File: config.mk
export PLATFORM = sky130hd
export DESIGN_NAME = mips_multicycle_ctrl
export DESIGN_NICKNAME = d
export VERILOG_FILES = /design/src/rtl/mips_pkg.sv /design/src/rtl/alu_decoder.sv /design/src/rtl/mips_multicycle_ctrl.sv
export SDC_FILE = /design/constraint.sdc
export NUM_CORES = 1
export LEC_CHECK = 0
export ABC_AREA = 1
export BUFFER_PORTS_ARGS = -buffer_cell sky130_fd_sc_hd__buf_4
export CAP_MARGIN = 30
export CELL_PAD_IN_SITES_DETAIL_PLACEMENT = 0
export CELL_PAD_IN_SITES_GLOBAL_PLACEMENT = 1
export CORE_UTILIZATION = 30
export CTS_BUF_LIST = sky130_fd_sc_hd__clkbuf_4
export CTS_CLUSTER_SIZE = 10
export DETAILED_ROUTE_END_ITERATION = 12
export GPL_ROUTABILITY_DRIVEN = 0
export PLACE_DENSITY = 0.83
export REMOVE_ABC_BUFFERS = 1
export SYNTH_ARGS = -nofsm -noshare
export SYNTH_HDL_FRONTEND = slang
export SYNTH_SLANG_ARGS = --single-unit
File: constraint.sdc
create_clock -name clk -period 3.1 [get_ports clk]
set_clock_uncertainty 0.15 [all_clocks]
set_input_delay 0.31 -clock clk [delete_from_list [all_inputs] [get_ports clk]]
set_output_delay 0.31 -clock clk [all_outputs]
set_load 0.02 [all_outputs]
File: src/rtl/mips_pkg.sv
// rtl/mips_pkg.sv - opcode, funct, ALU codes and controller state encoding for the multicycle MIPS
package mips_pkg;

    localparam logic [5:0] OP_RTYPE = 6'b000000;
    localparam logic [5:0] OP_LW    = 6'b100011;
    localparam logic [5:0] OP_SW    = 6'b101011;
    localparam logic [5:0] OP_BEQ   = 6'b000100;
    localparam logic [5:0] OP_ADDI  = 6'b001000;
    localparam logic [5:0] OP_J     = 6'b000010;

    localparam logic [5:0] F_ADD = 6'b100000;
    localparam logic [5:0] F_SUB = 6'b100010;
    localparam logic [5:0] F_AND = 6'b100100;
    localparam logic [5:0] F_OR  = 6'b100101;
    localparam logic [5:0] F_SLT = 6'b101010;

    // ALU operation codes, shared with the ALU itself
    localparam logic [2:0] ALU_AND = 3'b000;
    localparam logic [2:0] ALU_OR  = 3'b001;
    localparam logic [2:0] ALU_ADD = 3'b010;
    localparam logic [2:0] ALU_SUB = 3'b110;
    localparam logic [2:0] ALU_SLT = 3'b111;

    typedef enum logic [1:0] {
        ALUOP_NONE,
        ALUOP_ADD,
        ALUOP_SUB,
        ALUOP_FUNCT
    } alu_op_t;

    typedef enum logic [3:0] {
        S_FETCH,
        S_DECODE,
        S_MEMADR,
        S_MEMRD,
        S_MEMWB,
        S_MEMWR,
        S_RTYPEEX,
        S_RTYPEWB,
        S_BEQEX,
        S_ADDIEX,
        S_ADDIWB,
        S_JEX
    } state_t;

endpackage

File: src/rtl/alu_decoder.sv
// rtl/alu_decoder.sv - maps ALU operation class and funct field to the 3-bit ALU control code
module alu_decoder
    import mips_pkg::*;
(
    input  logic [1:0] alu_op,
    input  logic [5:0] funct,
    output logic [2:0] alu_control,
    output logic       funct_valid
);

    logic [2:0] funct_code;

    always_comb begin
        funct_code  = ALU_AND;
        funct_valid = 1'b1;
        case (funct)
            F_ADD:   funct_code = ALU_ADD;
            F_SUB:   funct_code = ALU_SUB;
            F_AND:   funct_code = ALU_AND;
            F_OR:    funct_code = ALU_OR;
            F_SLT:   funct_code = ALU_SLT;
            default: funct_valid = 1'b0;
        endcase
    end

    always_comb begin
        alu_control = ALU_AND;
        case (alu_op_t'(alu_op))
            ALUOP_ADD:   alu_control = ALU_ADD;
            ALUOP_SUB:   alu_control = ALU_SUB;
            ALUOP_FUNCT: alu_control = funct_code;
            default:     alu_control = ALU_AND;
        endcase
    end

endmodule

File: src/rtl/mips_multicycle_ctrl.sv
// rtl/mips_multicycle_ctrl.sv - Moore FSM sequencing the multicycle MIPS datapath
module mips_multicycle_ctrl
    import mips_pkg::*;
(
    input  logic       clk,
    input  logic       reset,
    input  logic [5:0] opcode,
    input  logic [5:0] funct,
    input  logic       zero,
    output logic [2:0] alu_control,
    output logic       alu_src_a,
    output logic [1:0] alu_src_b,
    output logic [1:0] pc_src,
    output logic       pc_en,
    output logic       iord,
    output logic       mem_write,
    output logic       ir_write,
    output logic       reg_dst,
    output logic       mem_to_reg,
    output logic       reg_write,
    output logic       illegal_instr
);

    state_t  state, state_next;
    alu_op_t alu_op;
    logic    funct_valid;
    logic    pc_write, branch, illegal;
    logic    ir_wr, mem_wr, reg_wr;

    alu_decoder u_alu_decoder (
        .alu_op      (alu_op),
        .funct       (funct),
        .alu_control (alu_control),
        .funct_valid (funct_valid)
    );

    always_ff @(posedge clk) begin
        if (reset) state <= S_FETCH;
        else       state <= state_next;
    end

    always_comb begin
        state_next = S_FETCH;
        alu_op     = ALUOP_NONE;
        alu_src_a  = 1'b0;
        alu_src_b  = 2'b00;
        pc_src     = 2'b00;
        pc_write   = 1'b0;
        branch     = 1'b0;
        iord       = 1'b0;
        mem_wr     = 1'b0;
        ir_wr      = 1'b0;
        reg_dst    = 1'b0;
        mem_to_reg = 1'b0;
        reg_wr     = 1'b0;
        illegal    = 1'b0;
        case (state)
            S_FETCH: begin
                ir_wr      = 1'b1;
                alu_src_b  = 2'b01;
                alu_op     = ALUOP_ADD;
                pc_write   = 1'b1;
                state_next = S_DECODE;
            end
            S_DECODE: begin
                // ALU precomputes the branch target while the opcode is decoded
                alu_src_b = 2'b11;
                alu_op    = ALUOP_ADD;
                case (opcode)
                    OP_LW, OP_SW: state_next = S_MEMADR;
                    OP_BEQ:       state_next = S_BEQEX;
                    OP_ADDI:      state_next = S_ADDIEX;
                    OP_J:         state_next = S_JEX;
                    OP_RTYPE: begin
                        if (funct_valid) state_next = S_RTYPEEX;
                        else             illegal    = 1'b1;
                    end
                    default:      illegal = 1'b1;
                endcase
            end
            S_MEMADR: begin
                alu_src_a  = 1'b1;
                alu_src_b  = 2'b10;
                alu_op     = ALUOP_ADD;
                state_next = (opcode == OP_LW) ? S_MEMRD : S_MEMWR;
            end
            S_MEMRD: begin
                iord       = 1'b1;
                state_next = S_MEMWB;
            end
            S_MEMWB: begin
                mem_to_reg = 1'b1;
                reg_wr     = 1'b1;
            end
            S_MEMWR: begin
                iord   = 1'b1;
                mem_wr = 1'b1;
            end
            S_RTYPEEX: begin
                alu_src_a  = 1'b1;
                alu_op     = ALUOP_FUNCT;
                state_next = S_RTYPEWB;
            end
            S_RTYPEWB: begin
                reg_dst = 1'b1;
                reg_wr  = 1'b1;
            end
            S_BEQEX: begin
                alu_src_a = 1'b1;
                alu_op    = ALUOP_SUB;
                pc_src    = 2'b01;
                branch    = 1'b1;
            end
            S_ADDIEX: begin
                alu_src_a  = 1'b1;
                alu_src_b  = 2'b10;
                alu_op     = ALUOP_ADD;
                state_next = S_ADDIWB;
            end
            S_ADDIWB: begin
                reg_wr = 1'b1;
            end
            S_JEX: begin
                pc_src   = 2'b10;
                pc_write = 1'b1;
            end
            default: state_next = S_FETCH;
        endcase
    end

    // Write enables are gated by reset so an aborted instruction leaves no side effects
    assign pc_en         = (pc_write | (branch & zero)) & ~reset;
    assign ir_write      = ir_wr & ~reset;
    assign mem_write     = mem_wr & ~reset;
    assign reg_write     = reg_wr & ~reset;
    assign illegal_instr = illegal & ~reset;

endmodule

* Word-level counts from Yosys, hierarchy flattened
Cells that the tools add are included.
** Word-level totals
- Output and inout port bits :: 16
- Logic and storage cells :: 66
- Register bits :: 4
** Cells by class
- Muxes and demuxes :: 22
- Bitwise operators :: 8
- Equality and inequality tests :: 24
- Reductions and logical operators :: 11
** Operators by type and width (number)
- $eq 6x6->1 const B :: 7
- $pmux 4 s6 :: 1
- $pmux 4 s5 :: 1
- $eq 4x3->1 const B :: 4
- $eq 4x4->1 const B :: 4
- $mux 1 :: 12
- $pmux 2 s3 :: 2
- $pmux 3 s4 :: 1
- $reduce_or 5->1 :: 2
- $pmux 3 s3 :: 1
- $eq 4x2->1 const B :: 2
- $reduce_or 2->1 :: 4
- $reduce_or 4->1 :: 2
- $and 1x1->1 :: 6
- $eq 6x2->1 const B :: 1
- $eq 6x3->1 const B :: 1
- $eq 6x4->1 const B :: 1
- $logic_not 6->1 :: 1
- $mux 3 :: 2
- $eq 2x2->1 const B :: 2
- $eq 4x1->1 const B :: 1
- $logic_not 4->1 :: 1
- $pmux 2 s2 :: 1
- $reduce_or 3->1 :: 1
- other kinds (4) :: 4

* Longest topological paths before layout
- Depth after elaboration :: 7
- Mapped depth :: 8

* Modules after synthesis
A second synthesis with hierarchy kept.
** Second synthesis, totals
- Cells, all modules :: 129
- Area total of the unflattened synthesis :: 645.6 µm²
** By module, submodules not included
- mips_multicycle_ctrl :: cells each 101, sequential area each 80.1 µm², area each 505.5 µm², instances 1
- alu_decoder :: cells each 28, sequential area each 0.0 µm², area each 140.1 µm², instances 1

* Worst setup path before layout
Ideal clock, no wire load.
- Path kind :: reg-to-output
- Start :: register state[3]
- End :: output port pc_en
- Buffers on the path :: 0
- Arrival time :: 1375 ps
- Slack :: 1265 ps
- Cell stages (with the launch flop) :: 7
- Path through :: dfxtp_1 inv_2 nor2_2 inv_2 nor2_1 nor2_1 a21oi_1
** Between the ends
- Cells in the longest elaborated chain, start to end :: 5
- Elaborated cells between the ends (all ways) :: 9
** Ends and longest elaborated chain
- start, declared :: line mips_multicycle_ctrl.sv:24 : state_t state, state_next;
- start signal, assigned :: line mips_multicycle_ctrl.sv:39 : else state <= state_next;
- $eq 4x4->1 / $logic_not 4->1 (equally long branches) :: line mips_multicycle_ctrl.sv:57 : case (state)
- $reduce_or 2->1 (no line) / $mux 1 (equally long branches)
- $mux 1 / $and 1x1->1 (equally long branches) :: line mips_multicycle_ctrl.sv:57, mips_multicycle_ctrl.sv:132
- $or 1x1->1 (*) :: line mips_multicycle_ctrl.sv:132 : assign pc_en = (pc_write | (branch & zero)) & ~reset;
- $and 1x1->1 (*) :: line mips_multicycle_ctrl.sv:132
- end, declared :: line mips_multicycle_ctrl.sv:14 : output logic pc_en,
Mark *: on every way between the ends. The rest lies on a longest branch, timed or not.

* Worst setup path after layout
- Start :: register state[0]
- End :: output port alu_src_a
** Between the ends
- Cells in the longest elaborated chain, start to end :: 3
- Elaborated cells between the ends (all ways) :: 6
** Ends and longest elaborated chain
- $eq 4x4->1 (tied with other cells) :: line mips_multicycle_ctrl.sv:57
- $reduce_or 4->1 (no line) (*)
- $mux 1 (*) :: line mips_multicycle_ctrl.sv:57
- end, declared :: line mips_multicycle_ctrl.sv:11 : output logic alu_src_a,
Marks and branches as above.

==> impl_metrics.yaml <==
timing:
  setup_violations: 0
  timing.fmax_ghz: 0.5239
  timing.slew.headroom_pct: 77.84
  worst_pin_slew_ps: 329.4
  rsz0062_at_grt: "false"
  whs_ps: 137.0
  setup-tns-final_ps: 0
  period_needed_ps: 1909
  finalCritPeriodShare_pct: 61.57
  hold_violations: 0
  maxSlewViolCount: 0
detailed_routing:
  drt_wl_total_microns: 1634
  drc: 0
  drt_first_pass_iters: 4
  vias: 754
  post_drt_wl_per_cell_microns: 9.784
  ant_nets: 0
  drtIter0Drc: 8
  viasPerCell: 4.515
setup_path:
  cp-end-kind: "output pin"
  reg2regPathDepth: 8
  arrival_ps: 1450
  cp-start-kind: "flip-flop"
  worstPathMaxFanout: 6
  worstSetupPathType: "reg -> out"
  cp.required_ps: 2640
clock_network:
  postCtsHoldBufs: 0
  cts_max_path_buffers: 2
  post_cts_buffers: 0
  cts_max_level: 1
  ctsResizeCount: 0
  path_clk_slew_ps: 40
  cts_buffers: 3
  tritoncts: "done"
  numClockSinks: 4
  clk_latency_ps: 230
  cts-root-buf: "clkbuf_4"
synthesis:
  synth_xor_xnor_area_share_pct: 0
  synth_compound_area_share_pct: 14.16
  synth_edf_count: 0
  synth_top_area_cell: "nor2_1"
  yosysUniqueCellTypes: 23
  synth_top_area_share_pct: 14.81
  synth.area.mux_share_pct: 0
  synthFlopType: "dfxtp_1"
  synth_top_cells_by_area: "nor2_1, dfxtp_1, nand2_1"
  synth_top_family_by_area: "simple AND/OR/NAND/NOR gates"
  synth_commonest_cells: "nor2_1, nand2_1, inv_1, inv_2"
  yosys_register_bits: 4
  synth_most_common_cell: "nor2_1"
  async_reset_ff_share_pct: 0
  avgSynthCellArea_sq_um: 5.349
  syn-instance-count: 109
  synth_adder_area_share_pct: 0
  yosys_warnings: 0
  synthesis.area_sq_um: 583.1
  seq_area_frac_synth_pct: 13.73
  synthSimpleGateAreaFrac_pct: 57.30
die:
  boundaryPins: 31
  core_sq_mm: 0.001783
  die_h_microns: 46.09
  num_rows: 15
  start_util_pct: 32.70
  die_area_sq_mm: 0.002124
  fp.dieW_microns: 46.09
place:
  post-place-cells: 164
  numPortBuffers: 30
  hpwl_microns: 1387
  place_area_sq_um: 839.6
power:
  p_leak_nw: 0.4599
  powerDensity_mw_per_mm2: 220.2
  irDropWorstVdd_mv: 0.1126
finish:
  syn_to_final_growth_pct: 47.85
  drive_gt1_share_pct: 39.44
  nNetsFinal: 159
  diodes: 0
  largest_register_ffs: 4
  regMostFlops: "state"
  reg_top3: "state: 4 flops"
  nFillCells: 209
  design_area_sq_um: 862.1
  fin_cells: 167
flow_run:
  maxCapViolations: 0
run_status:
  status: "finished clean"
global_routing:
  grt_max_degree: 7
  track_usage_pct: 17.55
  grt_pass1_wl_microns: 2773
  grt_pass1_vias: 700
  overflow: 0
  antenna_found_initial: 0
worst_hold_path:
  hold_path.class: "in -> reg"
  whs_path_depth: 2
==> logic make-up after synthesis <==
group	Yosys count
buffers and inverters	23
AO/OA/AOI/OAI	13
flip-flops	4
AND/OR/NAND/NOR	69
==> power by group <==
part | switching [mW] | internal [mW]
Clock | 0.0197 | 0.0432
Sequential | 0.00244 | 0.0532
Combinational | 0.0406 | 0.0307
Total | 0.0628 | 0.127
==> routing by layer <==
| layer | wire [microns] | vias up | track usage (%) | share of wire (%) |
|---|---|---|---|---|
| li1 | - | 412 | - | - |
| met1 | 744 | 318 | 20.84 | 46 |
| met2 | 817 | 24 | 32.96 | 50 |
| met3 | 72 | 0 | 2.353 | 4.4 |
| met4 | 0 | 0 | 3.529 | 0 |
| met5 | 0 | - | 0 | 0 |
==> worst max-delay path: stages, from the launching register on <==
cell     delay (ps)
dfxtp_1         430
nor2_2           90
nand2_2         100
inv_1            60
or3_1           370
buf_4           170
==> final timing paths <==
path | from | slack, ps | endpoint
worst max register to register | state[0] | 1760 | state[0]
worst min-delay path | reset | 140 | state[1]
worst min register to register | state[3] | 500 | state[3]
worst max-delay path | state[0] | 1190 | alu_src_a
==> final cells by class <==
cell class	count	area [sq um]	share of cell area [%]
clock buffers	3	22.52	2.612
inverters	23	86.33	10.01
multi-input cells	82	416.7	48.33
flip-flops and latches	4	80.08	9.289
well taps	25	31.28	3.628
repair buffers	30	225.2	26.12
==> cell usage in the layout (no fill, tap or decap), types with 2 or more instances in the layout <==
cell type   n
buf_4      30
nor2_1     23
nand2_1    17
inv_1      14
inv_2       9
nor2_2      6
nand3_1     6
a21oi_1     5
nand2_2     4
nand4_1     4
dfxtp_1     4
clkbuf_4    3
nor2_4      2
nand3b_1    2
nor3_1      2
a31oi_1     2
==> stage by stage <==
stage	power, mW	setup slack (ps)	util (%)
2_1_floorplan	0.09460	1265	-
3_3_place_gp	0.1268	1384	47.09
3_5_place_dp	0.1277	1387	47.09
4_1_cts	0.1917	1188	48.35
5_1_grt	0.2079	1098	48.35
6_report	0.1899	1191	48.35
(Power assumes the default switching activity.)
